--- src/rtl/uart_tx.sv ---
// UART transmitter: serialises bytes from a valid/ready source onto txd as
// start, LSB-first data, optional parity and stop bits, one bit per baud tick.
module uart_tx #(
    parameter int DATA_BITS = 8,
    parameter int PARITY    = 0,
    parameter int STOP_BITS = 1
) (
    input  logic                 clk,
    input  logic                 rst,
    input  logic                 baud,
    input  logic [DATA_BITS-1:0] tx_data,
    input  logic                 tx_valid,
    output logic                 tx_ready,
    output logic                 txd,
    output logic                 busy
);

    localparam int                CNT_W     = $clog2(DATA_BITS);
    localparam logic [CNT_W-1:0] LAST_BIT  = CNT_W'(DATA_BITS - 1);
    localparam logic [CNT_W-1:0] CNT_ONE   = CNT_W'(1);
    localparam logic             LAST_STOP = 1'(STOP_BITS - 1);

    typedef enum logic [2:0] {
        IDLE,
        START,
        DATA,
        PAR,
        STOP
    } state_t;

    state_t                 state_q, state_d;
    logic [DATA_BITS-1:0]   hold_q, hold_d;
    logic [DATA_BITS-1:0]   shift_q, shift_d;
    logic                   hold_full_q, hold_full_d;
    logic [CNT_W-1:0]       bit_cnt_q, bit_cnt_d;
    logic [CNT_W-1:0]       bit_cnt_nxt;
    logic                   stop_cnt_q, stop_cnt_d;
    logic                   txd_q, txd_d;
    logic                   par;

    // Even parity makes the total count of ones even, so the bit is the XOR.
    assign par         = (PARITY == 2) ? ^shift_q : ~^shift_q;
    assign bit_cnt_nxt = bit_cnt_q + CNT_ONE;

    assign tx_ready = ~hold_full_q & ~rst;
    assign busy     = (state_q != IDLE) | hold_full_q;
    assign txd      = txd_q;

    always_comb begin
        // NOTE: every variable gets its hold value first so no path infers a latch.
        state_d     = state_q;
        hold_d      = hold_q;
        shift_d     = shift_q;
        hold_full_d = hold_full_q;
        bit_cnt_d   = bit_cnt_q;
        stop_cnt_d  = stop_cnt_q;
        txd_d       = txd_q;

        // Accept and load are exclusive: tx_ready is low whenever hold is full.
        if (tx_valid && tx_ready) begin
            hold_d      = tx_data;
            hold_full_d = 1'b1;
        end

        if (baud) begin
            unique case (state_q)
                IDLE: begin
                    if (hold_full_q) begin
                        shift_d     = hold_q;
                        hold_full_d = 1'b0;
                        txd_d       = 1'b0;
                        state_d     = START;
                    end else begin
                        txd_d = 1'b1;
                    end
                end
                START: begin
                    txd_d     = shift_q[0];
                    bit_cnt_d = '0;
                    state_d   = DATA;
                end
                DATA: begin
                    if (bit_cnt_q == LAST_BIT) begin
                        if (PARITY != 0) begin
                            txd_d   = par;
                            state_d = PAR;
                        end else begin
                            txd_d      = 1'b1;
                            stop_cnt_d = 1'b0;
                            state_d    = STOP;
                        end
                    end else begin
                        txd_d     = shift_q[bit_cnt_nxt];
                        bit_cnt_d = bit_cnt_nxt;
                    end
                end
                PAR: begin
                    txd_d      = 1'b1;
                    stop_cnt_d = 1'b0;
                    state_d    = STOP;
                end
                STOP: begin
                    if (stop_cnt_q == LAST_STOP) begin
                        // Back-to-back frames: launch the held byte with no idle gap.
                        if (hold_full_q) begin
                            shift_d     = hold_q;
                            hold_full_d = 1'b0;
                            txd_d       = 1'b0;
                            state_d     = START;
                        end else begin
                            state_d = IDLE;
                        end
                    end else begin
                        stop_cnt_d = stop_cnt_q + 1'b1;
                    end
                end
                default: begin
                    txd_d   = 1'b1;
                    state_d = IDLE;
                end
            endcase
        end
    end

    always_ff @(posedge clk) begin
        if (rst) begin
            state_q     <= IDLE;
            hold_full_q <= 1'b0;
            bit_cnt_q   <= '0;
            stop_cnt_q  <= 1'b0;
            txd_q       <= 1'b1;
        end else begin
            state_q     <= state_d;
            hold_full_q <= hold_full_d;
            bit_cnt_q   <= bit_cnt_d;
            stop_cnt_q  <= stop_cnt_d;
            txd_q       <= txd_d;
        end
    end

    // NOTE: data registers carry no reset; their contents are only used once the
    // reset-cleared control flags mark them valid.
    always_ff @(posedge clk) begin
        hold_q  <= hold_d;
        shift_q <= shift_d;
    end

endmodule

--- config.mk ---
export PLATFORM = sky130hd
export DESIGN_NAME = uart_tx
export DESIGN_NICKNAME = d
export VERILOG_FILES = /design/src/rtl/uart_tx.sv
export SDC_FILE = /design/constraint.sdc
export NUM_CORES = 1
export LEC_CHECK = 0
export CORE_AREA = 3 3 53 55
export DETAILED_ROUTE_END_ITERATION = 10
export DIE_AREA = 0 0 56 58
export PLACE_DENSITY = 0.62
export RECOVER_POWER = 25
export SLEW_MARGIN = 30
export SYNTH_ARGS = -nofsm -noshare
export SYNTH_HDL_FRONTEND = slang
export SYNTH_SLANG_ARGS = --single-unit
--- constraint.sdc ---
create_clock -name clk -period 2.4 [get_ports clk]
set_input_delay 0.72 -clock clk [delete_from_list [all_inputs] [get_ports clk]]
set_output_delay 0.72 -clock clk [all_outputs]
set_load 0.01 [all_outputs]
## Word-level counts from Yosys, hierarchy flattened

Cells that the tools add are included.

| word-level totals | value |
|---|---|
| register bits after elaboration | 25 |
| input bits | 12 |
| output and inout port bits | 3 |

| cells by class | value |
|---|---|
| add/sub/neg operators | 2 |
| $lt $le $gt $ge | 1 |
| eq/ne operators | 10 |
| multiplexer cells | 25 |
| bitwise gates (word level) | 4 |
| reductions and logical operators | 11 |

Operators with widths:

| kind | number |
|---|---|
| 8-bit two-way mux | 2 |
| 8-bit case mux with 2 select lines | 1 |
| 3-bit case mux with 5 select lines | 1 |
| 1-bit two-way mux | 12 |
| 3-bit two-way mux | 4 |
| 3-bit AND reduction | 4 |
| 2-bit != test (second input constant) | 5 |
| 3-bit by 2-bit == test with 1-bit output (second input constant) | 2 |
| 3-bit == test (second input constant) | 2 |
| 3-bit case mux with 2 select lines | 1 |
| 3-bit nonzero test | 2 |
| 3-bit by 4-bit < comparator with 1-bit output (second input constant) | 1 |
| 1-bit case mux with 4 select lines | 1 |
| 4-bit AND reduction | 1 |
| 2-bit nonzero test | 2 |
| 3-bit by 1-bit adder with 3-bit output (second input constant) | 1 |
| 1-bit binary-select mux with 3-bit select | 1 |
| 3-bit by 1-bit == test with 1-bit output (second input constant) | 1 |
| 3-bit zero test | 1 |
| 1-bit case mux with 3 select lines | 1 |
| 1-bit NOT | 2 |
| 1-bit case mux with 2 select lines | 1 |
| 1-bit adder (second input constant) | 1 |
| 1-bit AND | 1 |
| 2 further kinds | 2 |

## Longest topological paths before layout

Gate-level depths: netlist of the first run.

| logic depth | value |
|---|---|
| word-level depth | 8 |
| depth in mapped cells | 6 |

## Least setup slack after synthesis of the first run

Ideal clock, no wire load.

| timing | value |
|---|---|
| path type | input-to-reg |
| start | input port baud |
| end | register shift_q[0] (enable) |
| library setup time | 388 ps |
| data arrival time | 1460 ps |
| slack | 552 ps |
| stages | 2 |
| path through | nand2_1 nor3_1 |

| on the way | value |
|---|---|
| longest elaborated chain between the ends | 1 |

RTL lines:

| element | line | text |
|---|---|---|
| start, declared | 10 | `input logic baud,` |
| 3-bit AND reduction (no source line) | - |  |
| end signal, assigned | 145 | `shift_q <= shift_d;` |
| end, declared | 33 | `logic [DATA_BITS-1:0] shift_q, shift_d;` |

No other way between the ends.
A chain may end at the register's enable or synchronous reset.

## Worst setup path after layout of the first run

| timing | value |
|---|---|
| start | input port rst |
| end | output port tx_ready |

| on the way | value |
|---|---|
| longest elaborated chain between the ends | 2 |

RTL lines:

| element | line | text |
|---|---|---|
| start, declared | 9 | `input logic rst,` |
| 1-bit NOT | 45 | `assign tx_ready = ~hold_full_q & ~rst;` |
| 1-bit AND | 45 |  |
| end, declared | 13 | `output logic tx_ready,` |

No other way between the ends.

==> key figures, run 1 <==
Synth
  • Area leader, netlist: edfxtp_1
  • Mapped Cells: 70
  • Area contributors post-synth: edfxtp_1, dfxtp_1, mux4_1
  • Synth top area share: 49.4%
  • Ys Warns: 0
  • Synthesized cell area: 973 sq um
  • Synth unique cells: 28
  • Register area share after synthesis: 65.8%
  • Mean Syn Cell Area: 13.9 sq um
  • Synthesized flop and latch total: 24
  • Net Count, Synth: 84

Worst setup path
  • Cell depth of the worst flop-to-flop path: 5
  • Worst path slowest cell: clkdlybuf4s50_1
  • Worst path max stage delay: 0.42 ns
  • CP Max Fanout: 2
  • CP endpoint kind: output pin
  • Worst path top cell family by delay: buffers and inverters
  • CP startpoint kind: input port
  • WP buf/inv: 2
  • Cell chain of the critical path: clkdlybuf4s50_1, nor2_1, dlygate4sd2_1
  • Critical Path RT: 1.68 ns
  • WP data arrival: 1.54 ns
  • Crit path depth: 3
  • CP Class: in -> out

Placement
  • Placed cell area: 1160 sq um
  • Post-place setup slack: -0.141 ns
  • # placed instances: 114
  • Final HPWL DP: 1080 um
  • Port Buffers: 14
  • RePlAce Congestion: 0.780

Clock tree
  • CTS tree: built
  • Clock Pin Slew Worst Setup and Hold Paths: 0.13 ns
  • # hold bufs at CTS: 0
  • H-tree Lvls: 1
  • Clk root buf: clkbuf_4
  • Post-CTS Setup Inserts: 0
  • CTS resizes: 3
  • Latest clock arrival within the worst-skew pair: 0.31 ns
  • CTS Buffer Depth: 2
  • Total CTS buffers: 3
  • Clk sinks: 24

Finish
  • Area Overhead vs Synth: 24.0%
  • Multi-input logic area: 308 sq um
  • Final Cell Area: 1210 sq um
  • Final #Nets: 103
  • Register area: 642 sq um
  • Fraction of layout cells with a size suffix above 1: 11.4%
  • Fillers: 216
  • Diode count: 0
  • Final cell count without fillers: 118

Hold path
  • WHS Path Cells: 0
  • Hold WC Path Type: reg -> reg

Power and ir drop
  • Pwr Total: 0.812 mW
  • Worst IR Drop VDD: 0.389 mV
  • Leakage: 0.420 nW
  • PwrDens: 672 nW/um^2

Flow run
  • Max cap viols: 0

Timing
  • RSZ-0062 raised after global routing: no
  • Slew @ Worst Pin: 0.459 ns
  • Relative slew margins: 69.3%
  • Hold Violations, Final: 0
  • Highest clock rate: 442 MHz
  • Clock skew: 0.00535 ns
  • Slew Viols, Final: 0
  • Setup-failing EPs final: 0
  • Setup slack after layout: 0.139 ns
  • Final period util: 94.2%
  • Smallest hold slack: 0.435 ns
  • Crit path time final: 2.26 ns

Floorplan
  • Initial Utilization: 40.0%
  • Io pins: 15
  • Core ar.: 2430 sq um
  • Die Ht: 58 um
  • Die X: 56 um
  • Die area: 3250 sq um
  • Row cnt: 18

Global routing
  • Vias in the first global route: 571
  • Total Routing Usage GR: 10.0%
  • Global-route wire length before repair: 2420 um
  • Largest net degree at the start of global routing: 15
  • Congestion Overflow GR: 0
  • Initial antenna violation count: 0

Detailed routing
  • Final ANT Viol Nets: 0
  • Vias/cell: 5.16
  • Vias: 609
  • Drt drc: 0
  • Detailed Route WL: 1480 um
  • Drt pass-1 iters: 4
  • First DRT Iteration DRCs: 10
  • Drt wl/cell: 12.5 um

Status
  • Status: finished clean
==> worst paths after layout <==
| check | slack, ns | start | to |
|---|---|---|---|
| worst min-delay path | 0.43 | hold_q[0] | shift_q[0] |
| worst min register to register | 0.43 | hold_q[0] | shift_q[0] |
| worst max register to register | 0.56 | bit_cnt_q[0] | txd |
| worst max-delay path | 0.14 | rst | tx_ready |
==> cells by family (layout without fill, tap and decap cells) <==
| group | count (synthesis) | after routing | synth area share (%) |
|---|---|---|---|
| flops | 24 | 24 | 65.8 |
| simple gates | 22 | 22 | 12.6 |
| compound gates | 13 | 13 | 8.87 |
| buf+inv | 5 | 23 | 2.57 |
| mux | 4 | 4 | 7.58 |
| fa+ha+maj | 2 | 2 | 2.57 |
==> per-layer routing <==
| layer | routed length (um) | GRT usage [%] | vias to the layer above |
|---|---|---|---|
| li1 | - | - | 302 |
| met1 | 635 | 10.0 | 287 |
| met2 | 727 | 17.9 | 15 |
| met3 | 83 | 3.56 | 5 |
| met4 | 31 | 6.10 | 0 |
| met5 | 0 | 0 | - |
==> sequential cells by signal, summed over array words and instances (netlist names) <==
signal and count:
txd 1, shift_q 8, hold_q 8, hold_full_q 1
bit_cnt_q 3, state_q 3
==> cells in the final DEF (no fill, tap or decap), types with 3 or more instances in the layout <==
master and instances:
dfxtp_1 7, edfxtp_1 16, clkdlybuf4s50_1 10, nand2b_1 5, a21oi_1 5, buf_4 3, nor2_1 5, clkbuf_4 3
==> area by class of cell <==
type                       instances  share of cell area (%)
inverter                           2                   0.622
multi-input combinational         41                    25.5
clock buffer                       3                    1.87
clock inverter                     1                    2.49
tap                               30                    3.11
sequential                        24                    53.2
timing repair buffer              17                    13.3
==> where the power goes <==
group	switching (mW)	total (mW)	internal (mW)
Combinational	0.0261	0.0607	0.0346
Sequential	0.00730	0.464	0.457
Clock	0.118	0.287	0.169
Total	0.151	0.812	0.660
==> cells in the mapped netlist, drive strengths merged <==
library cell  number
a21oi              6
a211oi             1
mux2i              1
nor3               2
a2bb2oi            1
o32ai              1
nand2b             5
dfxtp              8
and2               1
o21ai              1
nand3b             1
or3b               1
o2111ai            1
edfxtp            16
mux2               1
inv                2
nor2               5
ha                 2
nand2              2
buf                3
nor3b              1
nand3              2
o31ai              1
a31oi              1
mux4               2
or4                2
==> through the flow <==
| stage | TNS [ns] | utilization (%) |
|---|---|---|
| final | 0 | 49.6 |
| after global routing | 0 | 49.6 |
| after CTS | 0 | 49.6 |
| after detailed placement | -0.141 | 47.5 |
| after global placement | -0.113 | 47.5 |
| after floorplan | 0 | - |
Note: power is estimated with default switching activity, not from simulation.
==> run 2: changes to the inputs <==
Settings changed: PLACE_DENSITY 0.62 to 0.61, RECOVER_POWER 25 to 100.
==> key figures, run 2 (synthesis results as in run 1) <==
Timing
  • Relative slew margins: 66.7%
  • Clock skew: 0.00730 ns
  • Slew Viols, Final: 0
  • Slew @ Worst Pin: 0.498 ns
  • Crit path time final: 2.25 ns
  • Setup slack after layout: 0.152 ns
  • Setup-failing EPs final: 0
  • Final period util: 93.7%
  • Highest clock rate: 445 MHz
  • Hold Violations, Final: 0
  • RSZ-0062 raised after global routing: no

Finish
  • Final Util: 48.3%
  • Diode count: 0
  • Final cell count without fillers: 118
  • Multi-input logic area: 304 sq um
  • Fraction of layout cells with a size suffix above 1: 7.95%
  • Final #Nets: 103
  • Register area: 642 sq um
  • Fillers: 240
  • Most frequent cells in the layout: edfxtp_1, dlygate4sd3_1, dfxtp_1
  • Largest registers: hold_q: 8 flops, shift_q: 8 flops
  • Commonest non-fill, non-tap cell in the layout: edfxtp_1
  • Area Overhead vs Synth: 20.6%

Detailed routing
  • Vias: 616
  • Drt drc: 0
  • Drt wl/cell: 12.1 um
  • Vias/cell: 5.22
  • Detailed Route WL: 1430 um
  • Met3 WL: 67 um
  • Final ANT Viol Nets: 0
  • Met2 wire length: 688 um
  • First DRT Iteration DRCs: 8
  • Routed length on met1: 665 um
  • Max Used Layer: met4
  • Drt pass-1 iters: 4

Power and ir drop
  • Worst IR Drop VDD: 0.441 mV
  • Leakage: 0.402 nW
  • PwrDens: 590 nW/um^2

Clock tree
  • H-tree Lvls: 1
  • CTS tree: built
  • Clk root buf: clkbuf_4
  • Clock Pin Slew Worst Setup and Hold Paths: 0.13 ns
  • CTS Buffer Depth: 2
  • # hold bufs at CTS: 0
  • Latest clock arrival within the worst-skew pair: 0.30 ns
  • Total CTS buffers: 3
  • Clk sinks: 24

Global routing
  • Congestion Overflow GR: 0
  • Total Routing Usage GR: 9.40%
  • Initial antenna violation count: 0
  • Vias in the first global route: 577
  • Largest net degree at the start of global routing: 14
  • Global-route wire length before repair: 2390 um

Floorplan
  • Initial Utilization: 40.0%
  • Die X: 56 um
  • Die Ht: 58 um
  • Row cnt: 18
  • Die area: 3250 sq um
  • Io pins: 15
  • Core ar.: 2430 sq um

Worst setup path
  • Worst reg2reg path endpoint: txd
  • WP data arrival: 1.53 ns
  • CP Class: in -> out
  • CP Max Fanout: 2
  • Reg2Reg Setup Slack: 0.52 ns
  • Reg-to-reg startpoint: bit_cnt_q[0]
  • CP startpoint kind: input port
  • Critical Path RT: 1.68 ns
  • CP endpoint kind: output pin
  • Cell depth of the worst flop-to-flop path: 5

Status
  • Status: finished clean

Hold path
  • Hold path start: hold_q[1]
  • Hold WC Path Type: reg -> reg
  • WHS Path Cells: 0
  • WHS Endpoint: shift_q[1]

Placement
  • # placed instances: 114
  • Port Buffers: 14
  • Final HPWL DP: 1100 um
  • RePlAce Congestion: 0.791
  • Post-place setup slack: -0.131 ns

Flow run
  • Max cap viols: 0
==> run 2: cell types whose count changed in the layout (fill, tap and decap cells not counted), sizes merged <==
cell,before,now
bufinv,1,0
clkdlybuf4s50,10,2
clkinv,0,1
dlygate4sd3,2,10
clkbuf,3,4
buf,3,2
==> run 2: timing repair <==
action                                  4_1_cts  5_1_grt
resized for setup                             3        0
endpoints found under the setup margin        2        0
buffers inserted                              0        0
==> run 2: area by class of cell <==
class | count | area share (%)
Inverter | 2 | 0.640
Clock buffer | 3 | 1.92
Sequential cell | 24 | 54.7
Tap cell | 30 | 3.20
Multi-Input combinational cell | 41 | 25.9
Timing Repair Buffer | 17 | 13.3
Clock inverter | 1 | 0.320
==> run 2: metrics by stage <==
step           hold slack [ns]  power (mW)  setup TNS, ns  instance area, sq um
2_1_floorplan            0.400       0.502              0                   973
3_3_place_gp             0.402       0.536         -0.111                  1160
3_5_place_dp             0.405       0.538         -0.131                  1160
4_1_cts                  0.435       0.707              0                  1180
5_1_grt                  0.454       0.729              0                  1170
6_report                 0.434       0.693              0                  1170
==> run 2: worst max path at each step <==
stage          slack (ns)  depth (start not counted)  from         end
2_1_floorplan        0.55                          2  baud  shift_q[0]
3_3_place_gp        -0.11                          3   rst    tx_ready
3_5_place_dp        -0.13                          3   rst    tx_ready
4_1_cts              0.14                          3   rst    tx_ready
5_1_grt              0.08                          3   rst    tx_ready
6_report             0.15                          3   rst    tx_ready
==> run 2: worst max-delay path: stages <==
cell	delay [ns]
clkdlybuf4s50_1	0.48
nor2_1	0.05
dlygate4sd2_1	0.28
==> run 2: layer usage <==
layer  vias to the layer above  global-route usage (%)
li1                        303                       -
met1                       301                    11.0
met4                         0                    3.05
met2                        10                    16.5
met5                         -                       0
met3                         2                    2.90
==> run 2: where the power goes <==
part           total (mW)  switching (mW)  leakage, nW  internal (mW)
sequential          0.464         0.00725        0.213          0.457
combinational      0.0561          0.0254        0.174         0.0307
clock               0.172           0.112       0.0154         0.0605
total               0.693           0.144        0.402          0.548
==> run 3: changes to the inputs <==
Settings changed: SKIP_LAST_GASP from default to 1.
==> results of run 3 <==
No change in the layout: final DEF, timing and power equal those of run 2.
